**config.mk**
```make
export PLATFORM = sky130hd
export DESIGN_NAME = mem_arbiter
export DESIGN_NICKNAME = d
export VERILOG_FILES = /design/src/rtl/mem_arb_pkg.sv /design/src/rtl/mem_arbiter_lat_counter.sv /design/src/rtl/mem_arbiter.sv
export SDC_FILE = /design/constraint.sdc
export NUM_CORES = 1
export LEC_CHECK = 0
export BUFFER_PORTS_ARGS = -buffer_cell sky130_fd_sc_hd__buf_2
export CORE_AREA = 2 2 116 118
export CTS_CLUSTER_DIAMETER = 100
export DETAILED_ROUTE_END_ITERATION = 8
export DIE_AREA = 0 0 118 120
export PLACE_DENSITY_LB_ADDON = 0.1
export SYNTH_ARGS = -nofsm -noshare
export SYNTH_HDL_FRONTEND = slang
export SYNTH_SLANG_ARGS = --single-unit
```
**constraint.sdc**
```tcl
create_clock -name clk -period 3.35 [get_ports clk]
set_input_delay 0.67 -clock clk [delete_from_list [all_inputs] [get_ports clk]]
set_output_delay 0.67 -clock clk [all_outputs]
set_load 0.02 [all_outputs]
```
**src/rtl/mem_arb_pkg.sv**
```systemverilog
// Shared types and constants for the two-port memory arbiter.
package mem_arb_pkg;

    typedef enum logic [1:0] {
        ST_IDLE,
        ST_BUSY,
        ST_DONE
    } state_t;

    typedef enum logic {
        OWN_I = 1'b0,
        OWN_D = 1'b1
    } owner_t;

    localparam int unsigned MEM_LAT_DEFAULT = 4;

    // Line refills are 8-byte aligned, write-through words 4-byte aligned.
    function automatic logic [31:0] mem_align(input logic [31:0] addr, input logic we);
        return we ? {addr[31:2], 2'b00} : {addr[31:3], 3'b000};
    endfunction

endpackage

```
**src/rtl/mem_arbiter_lat_counter.sv**
```systemverilog
// Memory latency down-counter: load on transaction start, count down to zero.
module lat_counter (
    input  logic       clk,
    input  logic       rst,
    input  logic       load,
    input  logic [3:0] load_val,
    input  logic       dec,
    output logic [3:0] count,
    output logic       zero
);

    always_ff @(posedge clk or negedge rst) begin
        if (!rst) begin
            count <= '0;
        end else if (load) begin
            count <= load_val;
        end else if (dec && (count != '0)) begin
            count <= count - 4'd1;
        end
    end

    assign zero = (count == '0);

endmodule

```
**src/rtl/mem_arbiter.sv**
```systemverilog
// Round-robin arbiter sharing one fixed-latency memory between I and D caches.
module mem_arbiter
    import mem_arb_pkg::*;
#(
    parameter int unsigned MEM_LAT = MEM_LAT_DEFAULT
) (
    input  logic        clk,
    input  logic        rst,
    input  logic        i_req,
    input  logic [31:0] i_addr,
    output logic        i_done,
    input  logic        d_req,
    input  logic        d_we,
    input  logic [31:0] d_addr,
    input  logic [31:0] d_wdata,
    output logic        d_done,
    output logic [63:0] rdata,
    output logic        busy,
    output logic        mem_en,
    output logic        mem_we,
    output logic [31:0] mem_addr,
    output logic [31:0] mem_wdata,
    input  logic [63:0] mem_rdata
);

    localparam logic [3:0] LAT_INIT = 4'(MEM_LAT - 1);

    state_t     state, state_nx;
    owner_t     owner, last_grant, grant;
    logic       start, finish;
    logic       cnt_load, cnt_dec, cnt_zero;
    logic [3:0] cnt;

    lat_counter u_lat_counter (
        .clk      (clk),
        .rst      (rst),
        .load     (cnt_load),
        .load_val (LAT_INIT),
        .dec      (cnt_dec),
        .count    (cnt),
        .zero     (cnt_zero)
    );

    always_ff @(posedge clk or negedge rst) begin
        if (!rst) state <= ST_IDLE;
        else      state <= state_nx;
    end

    always_comb begin
        state_nx = state;
        grant    = OWN_I;
        start    = 1'b0;
        cnt_load = 1'b0;
        cnt_dec  = 1'b0;
        case (state)
            ST_IDLE: begin
                if (i_req || d_req) begin
                    start    = 1'b1;
                    cnt_load = 1'b1;
                    state_nx = ST_BUSY;
                    if (i_req && d_req) grant = (last_grant == OWN_I) ? OWN_D : OWN_I;
                    else                grant = d_req ? OWN_D : OWN_I;
                end
            end
            ST_BUSY: begin
                if (cnt_zero) state_nx = ST_DONE;
                else          cnt_dec  = 1'b1;
            end
            default: state_nx = ST_IDLE;
        endcase
        finish = (state == ST_BUSY) && cnt_zero;
    end

    // Memory-side outputs are loaded on grant and cleared as BUSY ends,
    // so mem_we also tells us at the final edge whether to capture rdata.
    always_ff @(posedge clk or negedge rst) begin
        if (!rst) begin
            owner      <= OWN_I;
            last_grant <= OWN_I;
            busy       <= 1'b0;
            i_done     <= 1'b0;
            d_done     <= 1'b0;
            rdata      <= '0;
            mem_en     <= 1'b0;
            mem_we     <= 1'b0;
            mem_addr   <= '0;
            mem_wdata  <= '0;
        end else begin
            busy   <= (state_nx != ST_IDLE);
            i_done <= finish && (owner == OWN_I);
            d_done <= finish && (owner == OWN_D);
            if (start) begin
                owner      <= grant;
                last_grant <= grant;
                mem_en     <= 1'b1;
                if (grant == OWN_D) begin
                    mem_we    <= d_we;
                    mem_addr  <= mem_align(d_addr, d_we);
                    mem_wdata <= d_we ? d_wdata : '0;
                end else begin
                    mem_we    <= 1'b0;
                    mem_addr  <= mem_align(i_addr, 1'b0);
                    mem_wdata <= '0;
                end
            end else if (finish) begin
                if (!mem_we) rdata <= mem_rdata;
                mem_en    <= 1'b0;
                mem_we    <= 1'b0;
                mem_addr  <= '0;
                mem_wdata <= '0;
            end
        end
    end

endmodule

```
==> results_dict.tcl, run 1 <==
set metrics [dict create \
    run_status "complete, no violations" \
    synth_cells 396 \
    die_y_um 120 \
    yosys.area.top_type "dfrtp_1" \
    die_w_um 118 \
    maxSlewHeadroom_pct 16.0 \
    min_path_type "input pin to async pin" \
    insertedDiodeCount 0 \
    placed_cells 838 \
    num-fill-cells 1070 \
    cts_tree "yes" \
    clock_latency_ps 410 \
    tns_ps 0 \
    p_leak_nw 4.13 \
    critPathLaunchType "flip-flop" \
    ys.flop_type "dfrtp_1" \
    cp-end-kind "flip-flop" \
    multiInputGateArea_um2 2140 \
    grt_pass1_wl_um 22800 \
    power.density_nw_per_um2 1060 \
    synth_edf_count 0 \
    max_freq_mhz 403 \
    dr_total_vias 4436 \
    fin_skew_ps 7.22 \
    post-route-min-period_ps 2480 \
    clock-root-buffer "clkbuf_16" \
    slew_viol_final 0 \
    final_layout_size_suffix_gt1_share_pct 57.3 \
    grt_overflow 0 \
    ctsResizeCount 0 \
    worstPathArrival_ps 2770 \
    antenna_found_initial 0 \
    worstPathMaxFanout 64 \
    die-area_um2 14200 \
    ff_latch_area_um2 3450 \
    wirelength_um 14700 \
    dp_hpwl_um 10100 \
    synth-seq-area-share_pct 59.3 \
    dr.pass1.iters 6 \
    nets 848 \
    row_count 42 \
    max-vdd-ir-drop_mv 0.522 \
    r2r_slack_ps 870 \
    portBuffers 290 \
    cts_made_buffers 17 \
    final_antenna_net_count 0 \
    io_pins 298 \
    grt_max_degree 115 \
    finalSetupViolations 0 \
    rsz0062_at_grt "no" \
    viasPerCell 5.10 \
    drc_errors 0 \
    core_area_um2 13000 \
    synth_most_common_cell "dfrtp_1" \
    clkTransAtPathRegs_ps 60 \
    clock_path_buffers 2 \
    crit_required_ps 3640 \
    synth.distinct_cells 34 \
    ys_ff_latch 138 \
    synth_warnings 0 \
    drt_iter0_drc 298 \
    htree_levels 4 \
    synthTopCellsByArea "dfrtp_1 59%, mux2_4 15%, mux2i_1 5.3%, a22o_1 5.0%, o22ai_1 3.1%" \
    tightest_slew_ps 1260 \
    cts_setup_buffers 0 \
    critPathKind "flip-flop to flip-flop" \
    synth_common_cells "138 x dfrtp_1, 60 x mux2_4, 33 x a22o_1" \
    maxCapViolCount 0 \
    start_util_pct 44.8 \
    async_reset_ff_share_pct 100 \
    grt_pass1_vias 4402 \
    finalHoldViolations 0 \
    stdcell_count 869 \
    grt_use_total_pct 20.8 \
    syn_avg_cell_area_um2 14.7 \
    area_growth_pct 36.5 \
    fin_crit_sh_pct 74.0 \
    syn-cell-area_um2 5820 \
    hold_buffers 0 \
    clock_sinks 138 \
    yosysTopAreaCellShare_pct 59.3 \
    routabilityCongestion 0.756 \
    post_drt_wl_per_cell_um 16.9 \
]
==> layer usage <==
metal	track usage [%]	wire length, um	part of all wire [%]	vias to the layer above
li1	-	-	-	2029
met1	26.3	6160	42	2155
met2	32.8	7090	48	226
met3	6.65	1110	7.5	26
met4	9.34	348	2.4	0
met5	0	0	0	-
==> worst max-delay path, stage by stage (launching register included) <==
cell and delay, ps:
dfrtp_1 400, inv_1 110, ha_1 160, or3b_1 510, nor4b_4 310, buf_12 400, mux2_2 390
==> sequential cells by signal, indices dropped and copies added, names as in the netlist, 2 cells and up <==
name	count
mem_addr	30
mem_wdata	32
rdata	64
state	2
u_lat_counter.count	4
==> where the power goes <==
group          switching [mW]  total, mW  internal (mW)
combinational            2.05       3.63           1.59
clock                   0.667       1.89           1.22
sequential              0.421       2.86           2.44
==> cell usage in the layout (no fill, tap or decap), types with 4 or more instances in the layout <==
master and count:
o21ai_1 5, o22ai_1 29, a22o_1 33, mux2_4 60
dfrtp_1 138, buf_4 7, buf_2 289, clkbuf_16 17
mux2_2 4, nand2_1 5, mux2i_1 31, clkinv_2 4
o21ai_0 29
==> logic make-up after synthesis <==
family / Yosys count / share of synthesized area, %
fa+ha+maj: 2 / 0.430
flops: 138 / 59.3
compound gates: 104 / 11.9
mux: 95 / 21.6
other cells: 1 / 0.0644
buf+inv: 35 / 4.45
simple gates: 21 / 2.21
==> stage by stage <==
stage	total power [mW]	hold WS [ps]	area, um2	utilization, %	setup slack, ps
floorplan	5.36	374	5820	-	1270
global placement	6.44	480	7350	56.6	945
detailed placement	6.52	486	7350	56.6	909
CTS	8.46	448	7940	61.2	887
global route	8.83	460	7940	61.2	777
finish	8.38	404	7940	61.2	870
==> path summary, 6_finish.rpt <==
kind | start | endpoint | cells past startpoint
worst min register to register | mem_wdata[30] | mem_wdata[30] | 1
worst max-delay path | u_lat_counter.count[0] | rdata[22] | 6
min in group clk | d_wdata[11] | mem_wdata[11] | 2
worst min-delay path | rst | rdata[63] | 1
max in group asynchronous | rst | rdata[51] | 2
worst max register to register | u_lat_counter.count[0] | rdata[22] | 6
==> final cells by class <==
class                   count  area share [%]
flip-flops and latches    138            43.5
multi-input cells         224            26.9
well taps                 176            2.77
repair buffers            298            19.3
clock buffers              23            6.02
inverters                   2          0.0945
clock inverters             8            1.48
No activity file was read; power rests on OpenSTA's default activity.
==> run 2: changes to the inputs <==
--- a/config.mk
+++ b/config.mk
@@ -6,10 +6,10 @@
 export NUM_CORES = 1
 export LEC_CHECK = 0
 export BUFFER_PORTS_ARGS = -buffer_cell sky130_fd_sc_hd__buf_2
-export CORE_AREA = 2 2 116 118
+export CORE_MARGIN = 2
+export CORE_UTILIZATION = 46
 export CTS_CLUSTER_DIAMETER = 100
 export DETAILED_ROUTE_END_ITERATION = 8
-export DIE_AREA = 0 0 118 120
 export PLACE_DENSITY_LB_ADDON = 0.1
 export SYNTH_ARGS = -nofsm -noshare
 export SYNTH_HDL_FRONTEND = slang
==> constraint.sdc (replaced) <==
create_clock -name clk -period 2.43 [get_ports clk]
set_input_delay 0.486 -clock clk [delete_from_list [all_inputs] [get_ports clk]]
set_output_delay 0.486 -clock clk [all_outputs]
set_load 0.02 [all_outputs]
==> results_dict.tcl, run 2 (synthesis gave the netlist of run 1 again) <==
set metrics [dict create \
    design_area_um2 8070 \
    power.density_nw_per_um2 1440 \
    die_w_um 116 \
    final_antenna_net_count 0 \
    dp_hpwl_um 10600 \
    clock-root-buffer "clkbuf_16" \
    finalHoldViolations 0 \
    grt_overflow 0 \
    grt_pass1_wl_um 22000 \
    max-vdd-ir-drop_mv 0.619 \
    finalSetupViolations 0 \
    critPathLaunchType "flip-flop" \
    top_layer_used "met4" \
    cts_made_buffers 17 \
    maxCapViolCount 0 \
    drc_errors 0 \
    critPathKind "flip-flop to flip-flop" \
    worstPathMaxFanout 22 \
    clock_latency_ps 410 \
    routabilityCongestion 0.774 \
    fin_skew_ps 7.28 \
    row_count 41 \
    viasPerCell 5.04 \
    wirelength_um 14700 \
    final_common_cell "buf_2" \
    die-area_um2 13600 \
    antenna_found_initial 0 \
    htree_levels 4 \
    r2r_slack_ps 150 \
    post_drt_wl_per_cell_um 16.8 \
    clock_sinks 138 \
    grt_use_total_pct 21.4 \
    nets 859 \
    fin_crit_sh_pct 94.0 \
    slew_viol_final 0 \
    layout_common_cells "289 x buf_2, 138 x dfrtp_1, 60 x mux2_4" \
    regMostFlops "rdata" \
    p_leak_nw 4.20 \
    max_freq_mhz 438 \
    largestRegisters "rdata: 64 flops, mem_wdata: 32 flops, mem_addr: 30 flops" \
    cts_tree "yes" \
    dr.pass1.iters 4 \
    tns_ps 0 \
    largest_reg_flops 64 \
    insertedDiodeCount 0 \
    io_pins 298 \
    core_area_um2 12500 \
    crit_required_ps 2720 \
    cts_setup_buffers 0 \
    dpl-instance-area_um2 7460 \
    clock_path_buffers 2 \
    grt_max_degree 64 \
    final_layout_size_suffix_gt1_share_pct 57.7 \
    dr_total_vias 4417 \
    post-route-min-period_ps 2280 \
    start_util_pct 46.7 \
    worstPathArrival_ps 2570 \
    min_path_type "input pin to flip-flop" \
    die_y_um 116 \
    run_status "complete, no violations" \
    drt_iter0_drc 211 \
    portBuffers 290 \
    area_growth_pct 38.7 \
    wl_met2_um 7310 \
    num-fill-cells 1004 \
    rsz0062_at_grt "no" \
    met3_length_um 1510 \
    clkTransAtPathRegs_ps 50 \
    grt_pass1_vias 4237 \
    met1Wirelength_um 5780 \
    cp-end-kind "flip-flop" \
]
==> run 2: cell types whose count changed in the layout (fill, tap and decap cells not counted) <==
cell | before | now
clkinv_2 | 4 | 1
clkinv_4 | 0 | 1
dlygate4sd3_1 | 0 | 1
clkbuf_8 | 3 | 4
buf_12 | 1 | 4
buf_4 | 7 | 14
clkbuf_1 | 3 | 4
==> run 2: worst max-delay path, cell delays in order, from the launching register on <==
cell	delay, ps
dfrtp_1	390
inv_1	100
ha_1	160
or3b_1	410
nor4b_4	310
buf_12	250
buf_12	190
mux2_2	340
==> run 2: repair_timing <==
action | CTS | global route
hold buffers | 1 | 0
endpoints found under the hold margin | 34 | 0
gates resized for setup | 0 | 0
==> run 2: through the flow <==
| stage | std cells | setup WS [ps] | hold slack (ps) | power [mW] | util (%) |
|---|---|---|---|---|---|
| final | 876 | 146 | 292 | 11.6 | 64.8 |
| after detailed placement | 844 | 152 | 403 | 9.08 | 59.8 |
| after global routing | 876 | 26.6 | 269 | 12.3 | 64.8 |
| after floorplan | 397 | 346 | 190 | 7.39 | - |
| after global placement | 844 | 186 | 404 | 8.97 | 59.8 |
| after CTS | 876 | 132 | 270 | 11.8 | 64.8 |
==> run 2: metal layers <==
metal	vias to the layer above	track usage, %
met2	199	35.3
li1	2043	-
met1	2168	25.8
met3	7	9.24
met4	0	6.19
met5	-	0
==> run 2: path summary, 6_finish.rpt <==
kind | start | endpoint | cells after the start
max in group asynchronous | rst | rdata[7] | 3
hold / removal | d_wdata[8] | mem_wdata[8] | 2
setup / recovery | u_lat_counter.count[0] | rdata[22] | 7
setup reg to reg | u_lat_counter.count[0] | rdata[22] | 7
hold reg to reg | mem_wdata[2] | mem_wdata[2] | 1
min in group asynchronous | rst | rdata[60] | 2
==> run 2: where the power goes <==
group	switching (mW)	internal, mW
sequential	0.577	3.37
clock	0.885	1.72
combinational	2.85	2.25
==> run 2: final cells by class <==
class / count / area (um2) / area share [%]
clock inverters: 6 / 111 / 1.38
clock buffers: 25 / 495 / 6.14
flip-flops and latches: 138 / 3450 / 42.8
well taps: 172 / 215 / 2.67
inverters: 2 / 7.51 / 0.0930
repair buffers: 309 / 1650 / 20.5
multi-input cells: 224 / 2140 / 26.5
==> run 3: changes to the inputs <==
--- a/config.mk
+++ b/config.mk
@@ -10,6 +10,7 @@
 export CORE_UTILIZATION = 46
 export CTS_CLUSTER_DIAMETER = 100
 export DETAILED_ROUTE_END_ITERATION = 8
+export MAX_ROUTING_LAYER = met4
 export PLACE_DENSITY_LB_ADDON = 0.1
 export SYNTH_ARGS = -nofsm -noshare
 export SYNTH_HDL_FRONTEND = slang
==> results_dict.tcl, run 3 (synthesis gave the netlist of run 1 again) <==
set metrics [dict create \
    run_status "complete, no violations" \
    insertedDiodeCount 0 \
    largestRegisters "rdata: 64 flops, mem_wdata: 32 flops, mem_addr: 30 flops" \
    fin_skew_ps 8.02 \
    p_clk_share_pct 22.4 \
    grt_use_total_pct 22.1 \
    p_int_mw 7.34 \
    rsz0062_at_grt "no" \
    p_sw_mw 4.32 \
    critPathKind "flip-flop to flip-flop" \
    design_area_um2 8070 \
    viasPerCell 5.05 \
    dp_hpwl_um 10600 \
    slew_viol_final 0 \
    grt_pass1_wl_um 22100 \
    die_w_um 116 \
    grt_overflow 0 \
    die-area_um2 13600 \
    min_path_type "input pin to flip-flop" \
    worstReg2RegStart "u_lat_counter.count[0]" \
    dr_total_vias 4427 \
    power.density_nw_per_um2 1440 \
    pre_cts_slack_ps 152 \
    post-route-min-period_ps 2290 \
    clock_sinks 138 \
    clkTransAtPathRegs_ps 50 \
    dpl-instance-area_um2 7460 \
    critPathLaunchType "flip-flop" \
    clock_latency_ps 410 \
    min_from "d_wdata[9]" \
    row_count 41 \
    routabilityCongestion 0.785 \
    regMostFlops "rdata" \
    r2r_slack_ps 140 \
    stdcell_count 876 \
    crit_required_ps 2720 \
    max-vdd-ir-drop_mv 0.619 \
    htree_levels 4 \
    seq_power_share_pct 33.8 \
    cts_tree "yes" \
    clock-root-buffer "clkbuf_16" \
    reg2reg_to "rdata[22]" \
    fin_crit_sh_pct 94.1 \
    tns_ps 0 \
    pwr-share-comb_pct 43.8 \
    cts_made_buffers 17 \
    dr.pass1.iters 4 \
    worstPathMaxFanout 22 \
    reg2reg_depth 7 \
    maxCapViolCount 0 \
    grt_pass1_vias 4229 \
    placed_cells 844 \
    finalSetupViolations 0 \
    cp-end-kind "flip-flop" \
    final_common_cell "buf_2" \
    final_antenna_net_count 0 \
    max_freq_mhz 437 \
    ctsResizeCount 0 \
    setup_slack_ps 142 \
    die_y_um 116 \
    swShare_pct 37.0 \
    post_drt_wl_per_cell_um 16.8 \
    worstPathArrival_ps 2580 \
    final_layout_size_suffix_gt1_share_pct 57.7 \
    antenna_found_initial 0 \
    io_pins 298 \
    clock_path_buffers 2 \
    portBuffers 290 \
    grt_max_degree 64 \
    wirelength_um 14700 \
    min_to "mem_wdata[9]" \
    hold_depth 2 \
    hold_slack_ps 292 \
    p_leak_nw 4.20 \
    drt_iter0_drc 200 \
    finalHoldViolations 0 \
    layout_common_cells "289 x buf_2, 138 x dfrtp_1, 60 x mux2_4" \
    start_util_pct 46.7 \
    core_area_um2 12500 \
    drc_errors 0 \
    largest_reg_flops 64 \
    nets 859 \
    area_growth_pct 38.7 \
]
[run 3: per-layer routing]
| layer | track usage, % | wire (um) | vias up |
|---|---|---|---|
| met3 | 8.30 | 1480 | 8 |
| met2 | 35.0 | 7280 | 195 |
| met4 | 6.43 | 130 | 0 |
| met5 | - | 0 | - |
| met1 | 26.5 | 5850 | 2178 |
| li1 | - | - | 2046 |
[run 3: power by group through the flow]
stage | combinational (mW) | sequential [mW] | clock (mW)
4_1_cts | 5.15 | 3.95 | 2.66
3_5_place_dp | 5.13 | 3.95 | 0
2_1_floorplan | 2.22 | 5.17 | 0
3_3_place_gp | 5.03 | 3.93 | 0
5_1_grt | 5.46 | 4.09 | 2.77
6_report | 5.10 | 3.94 | 2.61
[run 3: worst max-delay path by stage]
stage                           startpoint        end  slack [ps]  cells past startpoint
finish              u_lat_counter.count[0]  rdata[22]         140                      7
global route        u_lat_counter.count[0]  rdata[21]          30                      7
CTS                 u_lat_counter.count[0]  rdata[22]         130                      7
detailed placement  u_lat_counter.count[0]  rdata[22]         150                      7
global placement    u_lat_counter.count[0]  rdata[22]         190                      7
floorplan           u_lat_counter.count[0]   rdata[0]         350                      8
[run 3: area by class of cell]
class	count	area, um2
clock buffers	25	495
clock inverters	6	111
fillers	1004	4390
inverters	2	7.51
multi-input cells	224	2140
flip-flops and latches	138	3450
well taps	172	215
repair buffers	309	1650
[run 3: critical path, stage by stage, from the launching register on]
cell	delay, ps
dfrtp_1	390
inv_1	100
ha_1	160
or3b_1	410
nor4b_4	310
buf_12	250
buf_12	190
mux2_2	340
[run 3: stage by stage]
step	utilization, %	total power [mW]
after floorplan	-	7.39
after global placement	59.8	8.97
after detailed placement	59.8	9.08
after CTS	64.8	11.8
after global routing	64.8	12.3
final	64.8	11.7
[run 3: repair_timing]
| item | in CTS | in global routing |
|---|---|---|
| setup endpoints to repair | 0 | 0 |
| hold endpoints to repair | 34 | 0 |
| buffers inserted | 0 | 0 |
| hold buffers | 1 | 0 |
